**config.mk**
```make
export PLATFORM = sky130hd
export DESIGN_NAME = if_stage_pipe
export DESIGN_NICKNAME = d
export VERILOG_FILES = /design/src/rtl/if_stage_pipe.sv
export SDC_FILE = /design/constraint.sdc
export NUM_CORES = 1
export LEC_CHECK = 0
export CAP_MARGIN = 20
export CORE_MARGIN = 1.5
export CORE_UTILIZATION = 35
export DETAILED_ROUTE_END_ITERATION = 7
export PLACE_DENSITY_LB_ADDON = 0.1
export REMOVE_ABC_BUFFERS = 1
export SYNTH_ARGS = -nofsm -noshare
export SYNTH_HDL_FRONTEND = slang
export SYNTH_SLANG_ARGS = --single-unit
```
**constraint.sdc**
```tcl
create_clock -name clk_i -period 2.4 [get_ports clk_i]
set_clock_uncertainty 0.05 [all_clocks]
set_input_delay 0.24 -clock clk_i [delete_from_list [all_inputs] [get_ports clk_i]]
set_output_delay 0.24 -clock clk_i [all_outputs]
set_load 0.05 [all_outputs]
```
**src/rtl/if_stage_pipe.sv**
```systemverilog
// ----------------------------------------------------------------------------
// if_stage_pipe
//
// Instruction-fetch stage of the pipelined RISC-V CPU. One block holds the PC
// register, the PC+step incrementer and the IF/ID pipeline register. It also
// handles fetch enable, decode stall, flush, branch redirect and a saturating
// count of fetched instructions.
//
// Ports:
//   clk_i          rising-edge clock
//   rst_i          synchronous active-high reset
//   start_i        fetch enable; low freezes the PC and feeds bubbles to decode
//   stall_i        decode hazard stall; holds the PC and IF/ID
//   flush_i        squash IF/ID (bubble); the PC path is unaffected
//   redirect_i     taken branch/jump; load redirect_pc_i and squash IF/ID
//   redirect_pc_i  redirect target (forced to PC_STEP alignment)
//   imem_addr_o    instruction-memory address, wire copy of the PC register
//   imem_instr_i   instruction word at imem_addr_o (combinational memory)
//   pc_o           current PC register
//   id_pc_o        PC of the instruction in IF/ID
//   id_instr_o     instruction in IF/ID (NOP_INSTR when it holds a bubble)
//   id_valid_o     IF/ID holds a real instruction
//   fetch_cnt_o    saturating count of instructions captured into IF/ID
// ----------------------------------------------------------------------------
module if_stage_pipe #(
    parameter int              XLEN      = 32,
    parameter logic [XLEN-1:0] RESET_PC  = '0,
    parameter int              PC_STEP   = 4,
    parameter logic [XLEN-1:0] NOP_INSTR = XLEN'(32'h00000013),
    parameter int              CNT_W     = 16
) (
    input  logic             clk_i,
    input  logic             rst_i,
    input  logic             start_i,
    input  logic             stall_i,
    input  logic             flush_i,
    input  logic             redirect_i,
    input  logic [XLEN-1:0]  redirect_pc_i,
    output logic [XLEN-1:0]  imem_addr_o,
    input  logic [XLEN-1:0]  imem_instr_i,
    output logic [XLEN-1:0]  pc_o,
    output logic [XLEN-1:0]  id_pc_o,
    output logic [XLEN-1:0]  id_instr_o,
    output logic             id_valid_o,
    output logic [CNT_W-1:0] fetch_cnt_o
);

    // Clears the low log2(PC_STEP) bits of a redirect target.
    localparam logic [XLEN-1:0]  ALIGN_MASK = ~(XLEN'(PC_STEP - 1));
    localparam logic [XLEN-1:0]  STEP       = XLEN'(PC_STEP);
    localparam logic [CNT_W-1:0] CNT_MAX    = '1;

    logic [XLEN-1:0]  pc_q,       pc_d;
    logic [XLEN-1:0]  id_pc_q,    id_pc_d;
    logic [XLEN-1:0]  id_instr_q, id_instr_d;
    logic             id_valid_q, id_valid_d;
    logic [CNT_W-1:0] cnt_q,      cnt_d;

    // PC next value: redirect beats stall; stall and a disabled fetch both
    // hold; otherwise step forward, wrapping silently at the top of memory.
    always_comb begin
        pc_d = pc_q;
        if (redirect_i) begin
            pc_d = redirect_pc_i & ALIGN_MASK;
        end else if (stall_i || !start_i) begin
            pc_d = pc_q;
        end else begin
            pc_d = pc_q + STEP;
        end
    end

    // IF/ID next value. Flush and redirect squash even when stalled, so a
    // stalled-but-squashed slot becomes a bubble rather than holding. The
    // counter only moves on a genuine capture and sticks at its maximum.
    always_comb begin
        id_pc_d    = id_pc_q;
        id_instr_d = id_instr_q;
        id_valid_d = id_valid_q;
        cnt_d      = cnt_q;
        if (flush_i || redirect_i) begin
            id_pc_d    = '0;
            id_instr_d = NOP_INSTR;
            id_valid_d = 1'b0;
        end else if (stall_i) begin
            id_pc_d    = id_pc_q;
            id_instr_d = id_instr_q;
            id_valid_d = id_valid_q;
        end else if (!start_i) begin
            id_pc_d    = '0;
            id_instr_d = NOP_INSTR;
            id_valid_d = 1'b0;
        end else begin
            id_pc_d    = pc_q;
            id_instr_d = imem_instr_i;
            id_valid_d = 1'b1;
            if (cnt_q != CNT_MAX) begin
                cnt_d = cnt_q + CNT_W'(1);
            end
        end
    end

    // State registers; reset discards everything, including a pending stall
    // or redirect.
    always_ff @(posedge clk_i) begin
        if (rst_i) begin
            pc_q       <= RESET_PC;
            id_pc_q    <= '0;
            id_instr_q <= NOP_INSTR;
            id_valid_q <= 1'b0;
            cnt_q      <= '0;
        end else begin
            pc_q       <= pc_d;
            id_pc_q    <= id_pc_d;
            id_instr_q <= id_instr_d;
            id_valid_q <= id_valid_d;
            cnt_q      <= cnt_d;
        end
    end

    assign imem_addr_o = pc_q;
    assign pc_o        = pc_q;
    assign id_pc_o     = id_pc_q;
    assign id_instr_o  = id_instr_q;
    assign id_valid_o  = id_valid_q;
    assign fetch_cnt_o = cnt_q;

endmodule

```
==> summary.md, run 1 <==
| Metric | Value |
|---|---|
| DR iter-0 viols | 352 |
| Hold Vio Cnt, Final | 0 |
| Max-Cap Viols | 0 |
| Hold-fix buffers at CTS | 0 |
| Routed WL | between 15000 and 20000 µm |
| Least-Margin Pin Slew | approximately 0.63 ns |
| Post-CTS setup buffers | 0 |
| Die W | approximately 120 µm |
| EDFF count, synth | 0 |
| Clock Sink Count | about 110 |
| Status | finished, final reports clean |
| Async SR Flop Fraction | 0% |
| Min Hold Slack | 0.2228 ns |
| Min-Delay Path Class | in -> reg |
| Core ar. | 13930 µm² |
| Clock slew at reported path FFs | ~0.070 ns |
| #FFs+latches synth | around 110 |
| Post-CTS Resized | 0 |
| GRT met2 Usage | 35.56% |
| Critical path cell sequence | clkdlybuf4s50_1 > or4b_4 > or4_4 > or4_1 > a21oi_1 |
| Final WS setup | between 0.2 and 0.25 ns |
| Fin crit period | 2.181 ns |
| Worst-case clock buffer depth | 2 |
| Most used routing layer | met2 |
| Routing usage on met3 | under 10% |
| Sequential area share after synthesis | a little over two fifths |
| Tcrit/Tclk final | around 91% |
| Worst Path Required | ~2.6 ns |
| Post-DRT Antenna Nets | 0 |
| Ant. Diodes | 0 |
| Max-slew violations | 0 |
| Design Area, Final | 7497 µm² |
| Clk Latency, worst-skew pair | 0.35 ns |
| CP max stage delay | about 0.54 ns |
| Critical Path AT | ~2.4 ns |
| # rows | 43 |
| First-pass GRT wire length | around 25000 µm |
| Setup TNS after final layout | 0 ns |
| Max VDD drop | between 0.0003 and 0.0004 V |
| Area grow syn2layout | 49.09% |
| Setup violations, final | 0 |
| Drt first pass iters | 4 |
| Largest net degree at the start of global routing | 57 |
| Met1 usage | 26.43% |
| Register area | about 2200 µm² |
| Layout Nets | around 840 |
| Synth unique cells | 44 |
| Initial Utilization | approximately 36% |
| Via count | 5174 |
| H-Tree Depth | 3 |
| IO Port Bufs | roughly 200 |
| Gr ovfl total | 0 |
| FMAX | around 460 MHz |
| CTS tree | built |
| Cells after Synth | 585 |
| Slowest cell on crit path | or4b_4 |
| Number of global-route vias before repair | 4943 |
| Slew margin rel. | 57.91% |
| Crit path capture type | flop |
| Number of buffers created by CTS | 9 |
| Total Routing Usage GR | about a fifth |
| DP HPWL | 11570 µm |
| Synth Flop Type | dfxtp_1 |
| Vias per std cell | roughly 5.4 |
| Multi-input gate area | around 2400 µm² |
| Dpl cell area | about 7200 µm² |
| CTS root buf | clkbuf_16 |
| DR DRC count | 0 |
| Dpl ws | -0.1244 ns |
| Fillers | 1295 |
| Cell area power density | around 560 nW/µm² |
| Yosys warning count | 0 |
| Die Y | about 120 µm |
| Leak | between 2 and 2.5 nW |
| Avg Synthesized Cell Area | 8.596 µm² |
| Layout cells sized above 1 | 7.772% |
| Initial antenna violation count | 0 |
| Top Ports | between 200 and 250 |
| Critical path class | in -> reg |
| Routability-driven placement congestion ratio | between 0.8 and 0.9 |
| DIE AREA | 15100 µm² |
| Syn Std Cell Area | between 5000 and 6000 µm² |
| WL per Instance | ~17 µm |
| Critical path fanouts, max | 3 |
| RSZ-0062 raised after global routing | false |
| Worst Setup Start Kind | input pin |
-- per-layer routing --
| layer | share of wire (%) | vias up |
|---|---|---|
| met1 | 43 | 2484 |
| met2 | 49 | 161 |
| met3 | 6.3 | 12 |
| li1 | - | 2517 |
| met4 | 1.0 | 0 |
| met5 | 0 | - |
-- worst max-delay path, delay by kind of cell --
kind / cells / cell delay (ns)
and+or+nand+nor: 3 / 1.58
AOI/OAI and AO/OA: 1 / 0.17
buffers and inverters: 1 / 0.42
-- synthesized netlist by cell type (2+ instances only) --
master       n  area share (%)
or2_2        2            0.25
a21oi_1     21             2.1
nor2b_1      4            0.50
nand4_1     18             2.2
xnor2_1      5            0.87
a311oi_1    17             3.0
ha_1         2            0.50
inv_1       10            0.75
nor2_1      83             6.2
and4_1       5            0.87
and3_1       7            0.87
nand2b_1     5            0.62
buf_1        5            0.37
nand3b_1     2            0.30
nand3_1     20             2.0
nor4b_1      2            0.35
nand4b_1     2            0.35
xor2_1       4            0.70
o21ai_0     12             1.2
clkbuf_1    34             2.5
o41ai_1      4            0.70
a311o_1      2            0.40
o31ai_1     14             2.1
nor3_1       6            0.60
o221ai_1     3            0.52
o21a_1       2            0.30
o2111a_1     2            0.45
or4_1       18             2.7
a211oi_1     9             1.3
o22ai_1      3            0.37
and2_1       5            0.62
dfxtp_1    109              43
nand2_1     24             1.8
buf_4       36             5.4
o311ai_0     3            0.52
a2111oi_0    2            0.35
or3_1       13             1.6
nor4_1       8             1.0
a22oi_1     57             8.5
-- sequential cells by signal, summed over array words and instances (netlist names) --
name	cells
fetch_cnt_o	16
id_instr_o	32
id_pc_o	30
id_valid_o	1
imem_addr_o	30
-- stage by stage --
stage,utilization [%],std cells,power [mW]
6_report,53.80,952,4.164
5_1_grt,53.80,952,4.344
4_1_cts,53.80,952,4.213
3_5_place_dp,51.81,936,2.796
3_3_place_gp,51.81,936,2.790
2_1_floorplan,-,514,2.384
-- cell families (layout without fill, tap and decap cells) --
| group | after synthesis | count (layout) | share of synthesized area [%] |
|---|---|---|---|
| AND/OR/NAND/NOR | 226 | 226 | 23.34 |
| AO/OA/AOI/OAI | 152 | 152 | 22.00 |
| flip-flops | 109 | 109 | 43.39 |
| buffers and inverters | 86 | 268 | 9.132 |
| XOR/XNOR | 9 | 9 | 1.567 |
| adder cells (fa/ha/maj) | 2 | 2 | 0.4976 |
| other | 1 | 6 | 0.07457 |
-- worst paths after layout --
path,startpoint,endpoint,slack [ns],cells past startpoint
worst min-delay path,rst_i,fetch_cnt_o[8]$_SDFFE_PP0P_,0.22,2
worst max-delay path,redirect_i,fetch_cnt_o[13]$_SDFFE_PP0P_,0.22,5
worst max register to register,imem_addr_o[7]$_SDFFE_PP0P_,imem_addr_o[16]$_SDFFE_PP0P_,0.22,4
worst min register to register,id_valid_o$_SDFFE_PP0N_,id_valid_o$_SDFFE_PP0N_,0.41,2
-- power breakdown --
group	leakage [nW]	switching [mW]	internal, mW
Sequential	0.887	0.0540	1.85
Combinational	1.44	0.518	0.328
Clock	0.145	0.659	0.752
Total	2.47	1.23	2.93
-- cell usage in the layout, fill, tap and decap left out, drive strengths merged, types with 5 or more instances in the layout --
cell,n
a211oi,9
a21oi,21
a22oi,57
a311oi,17
and2,5
and3,7
and4,5
buf,38
clkbuf,11
clkdlybuf4s50,204
clkinv,5
conb,6
dfxtp,109
inv,10
nand2,24
nand2b,5
nand3,20
nand4,18
nor2,83
nor3,6
nor4,8
o21ai,12
o31ai,14
or3,13
or4,19
xnor2,5
-- area by class of cell --
cell class	instances	share of cell area, %
multi-input combinational	395	32.21
clock buffer	11	3.371
inverter	10	0.5007
timing repair buffer	242	31.48
tap	180	3.004
sequential	109	29.11
clock inverter	5	0.3338
Power figures use the tool's default switching activity.
==> run 2: changes to the inputs <==
--- a/config.mk
+++ b/config.mk
@@ -5,7 +5,9 @@
 export SDC_FILE = /design/constraint.sdc
 export NUM_CORES = 1
 export LEC_CHECK = 0
+export ABC_CLOCK_PERIOD_IN_PS = 2400
 export CAP_MARGIN = 20
+export CORE_ASPECT_RATIO = 1.5
 export CORE_MARGIN = 1.5
 export CORE_UTILIZATION = 35
 export DETAILED_ROUTE_END_ITERATION = 7
==> summary.md, run 2 (synthesis results as in run 1) <==
| Metric | Value |
|---|---|
| Status | finished, final reports clean |
| Critical Path Source | fetch_cnt_o[6]$_SDFFE_PP0P_ |
| CP max stage delay | 0.62 ns |
| Dpl ws | -0.1143 ns |
| Tcrit/Tclk final | 90.95% |
| Die W | slightly above 100 µm |
| DR WL met3 | around 970 µm |
| DP HPWL | 12050 µm |
| Multi-input gate area | between 2000 and 2500 µm² |
| Cells after DPL | around 950 |
| Critical Path AT | about 2.4 ns |
| Clk Latency, worst-skew pair | ~0.35 ns |
| First-pass GRT wire length | ~26000 µm |
| # rows | between 50 and 60 |
| Top Ports | around 220 |
| Post-CTS Resized | 0 |
| Final Core Density | a little over half |
| Hold Vio Cnt, Final | 0 |
| CTS tree | built |
| Max layer used | met4 |
| Initial Utilization | 35.77% |
| WL per Instance | 17.14 µm |
| Max-Cap Viols | 0 |
| RSZ-0062 raised after global routing | false |
| Routability-driven placement congestion ratio | roughly 0.89 |
| Fin crit period | between 2 and 2.5 ns |
| Post-CTS setup buffers | 0 |
| Ant. Diodes | 0 |
| Die Y | ~150 µm |
| Final WS setup | 0.2171 ns |
| Fin cells | between 900 and 1k |
| Leak | about 2.5 nW |
| IO Port Bufs | between 200 and 250 |
| FF-to-FF End | fetch_cnt_o[13]$_SDFFE_PP0P_ |
| DR DRC count | 0 |
| CTS root buf | clkbuf_16 |
| Layout cells sized above 1 | 8.000% |
| Drt first pass iters | 5 |
| Initial antenna violation count | 0 |
| FMAX | around 460 MHz |
| Post-DRT Antenna Nets | 0 |
| Least-Margin Pin Slew | approximately 0.64 ns |
| Reg2Reg Setup Slack | roughly 0.22 ns |
| Worst-case clock buffer depth | 2 |
| Max-slew violations | 0 |
| Total Routing Usage GR | a little over a fifth |
| Clock slew at reported path FFs | 0.07 ns |
| Leading cell type in the layout, fill and taps excluded | clkdlybuf4s50_1 |
| Reg2Reg Depth | 4 |
| Largest register FFs | 32 |
| Fillers | around 1.4k |
| Critical R2R Launch | fetch_cnt_o[6]$_SDFFE_PP0P_ |
| Critical path cell sequence | nand4_1 > or4_4 > or4_1 > a21oi_1 |
| Worst hold endpoint | imem_addr_o[23]$_SDFFE_PP0P_ |
| Slew margin rel. | a little under three fifths |
| Number of global-route vias before repair | 5081 |
| Vias per std cell | 5.460 |
| WHS Path Cells | 2 |
| Via count | 5280 |
| Max VDD drop | just over 0.0003 V |
| H-Tree Depth | 3 |
| Cell area power density | 571.8 nW/µm² |
| Slowest cell on crit path | or4_4 |
| Hold path startpoint | rst_i |
| Setup violations, final | 0 |
| Core ar. | between 10000 and 15000 µm² |
| DIE AREA | roughly 15000 µm² |
| Layout Nets | around 840 |
| Met1 WL | around 6600 µm |
| Register area | around 2200 µm² |
| Largest net degree at the start of global routing | 57 |
| DR iter-0 viols | 262 |
| Met2 Routed Length | between 8000 and 9000 µm |
| Routed WL | approximately 17000 µm |
| Min-Delay Path Class | in -> reg |
| Worst Path Required | between 2 and 3 ns |
| Hold-fix buffers at CTS | 0 |
| Number of buffers created by CTS | 9 |
| Critical path fanouts, max | 7 |
| Crit path capture type | flop |
| Clock Sink Count | approximately 110 |
| Critical path class | reg -> reg |
| Gr ovfl total | 0 |
| Most frequent cells in the layout | clkdlybuf4s50_1 (204), dfxtp_1 (109), nor2_1 (83) |
| Area grow syn2layout | 49.66% |
| Worst Setup Start Kind | flop |
-- run 2: changes by cell type in the layout (fill, tap and decap cells not counted), moves of 3 or more --
cell,delta
buf_12,-3
inv_6,+3
buf_4,+6
clkinv_2,-5
-- run 2: layer usage --
metal  vias up  global-route usage (%)
li1       2528                       -
met4         0                   7.465
met5         -                       0
met1      2538                   25.77
met2       188                   38.04
met3        26                   4.297
-- run 2: area by class of cell --
type | count | share of cell area [%]
multi-input cells | 395 | 32.09
repair buffers | 245 | 31.16
flip-flops and latches | 109 | 28.99
clock buffers | 11 | 3.225
well taps | 192 | 3.192
clock inverters | 5 | 0.8479
inverters | 10 | 0.4988
-- run 2: worst max-delay path: cells and delay by family (launching register included) --
kind               cells  cell delay (ns)
and+or+nand+nor        3             1.45
DFF                    1             0.45
AOI/OAI and AO/OA      1             0.16
-- run 2: power breakdown --
group	switching, mW	internal (mW)	total [mW]
Combinational	0.520	0.324	0.844
Clock	0.701	0.851	1.55
Sequential	0.0549	1.85	1.91
Total	1.28	3.03	4.30
-- run 2: worst max-delay path by stage --
stage | endpoint | slack (ns) | cells past startpoint
floorplan | imem_addr_o[21]$_SDFFE_PP0P_ | -1.73 | 4
global placement | fetch_cnt_o[14]$_SDFFE_PP0P_ | -0.1 | 5
detailed placement | fetch_cnt_o[13]$_SDFFE_PP0P_ | -0.11 | 5
global route | imem_addr_o[23]$_SDFFE_PP0P_ | 0.14 | 4
finish | fetch_cnt_o[13]$_SDFFE_PP0P_ | 0.22 | 4
CTS | fetch_cnt_o[13]$_SDFFE_PP0P_ | 0.23 | 5
-- run 2: stage by stage --
step / area (µm²) / total power [mW] / hold slack [ns] / setup TNS, ns
2_1_floorplan: 4626 / 2.384 / 0.2591 / -51.27
3_3_place_gp: 7219 / 2.786 / 0.3931 / -0.3544
3_5_place_dp: 7219 / 2.794 / 0.4081 / -0.4093
4_1_cts: 7526 / 4.346 / 0.2864 / 0
5_1_grt: 7526 / 4.470 / 0.3035 / 0
6_report: 7526 / 4.303 / 0.2862 / 0
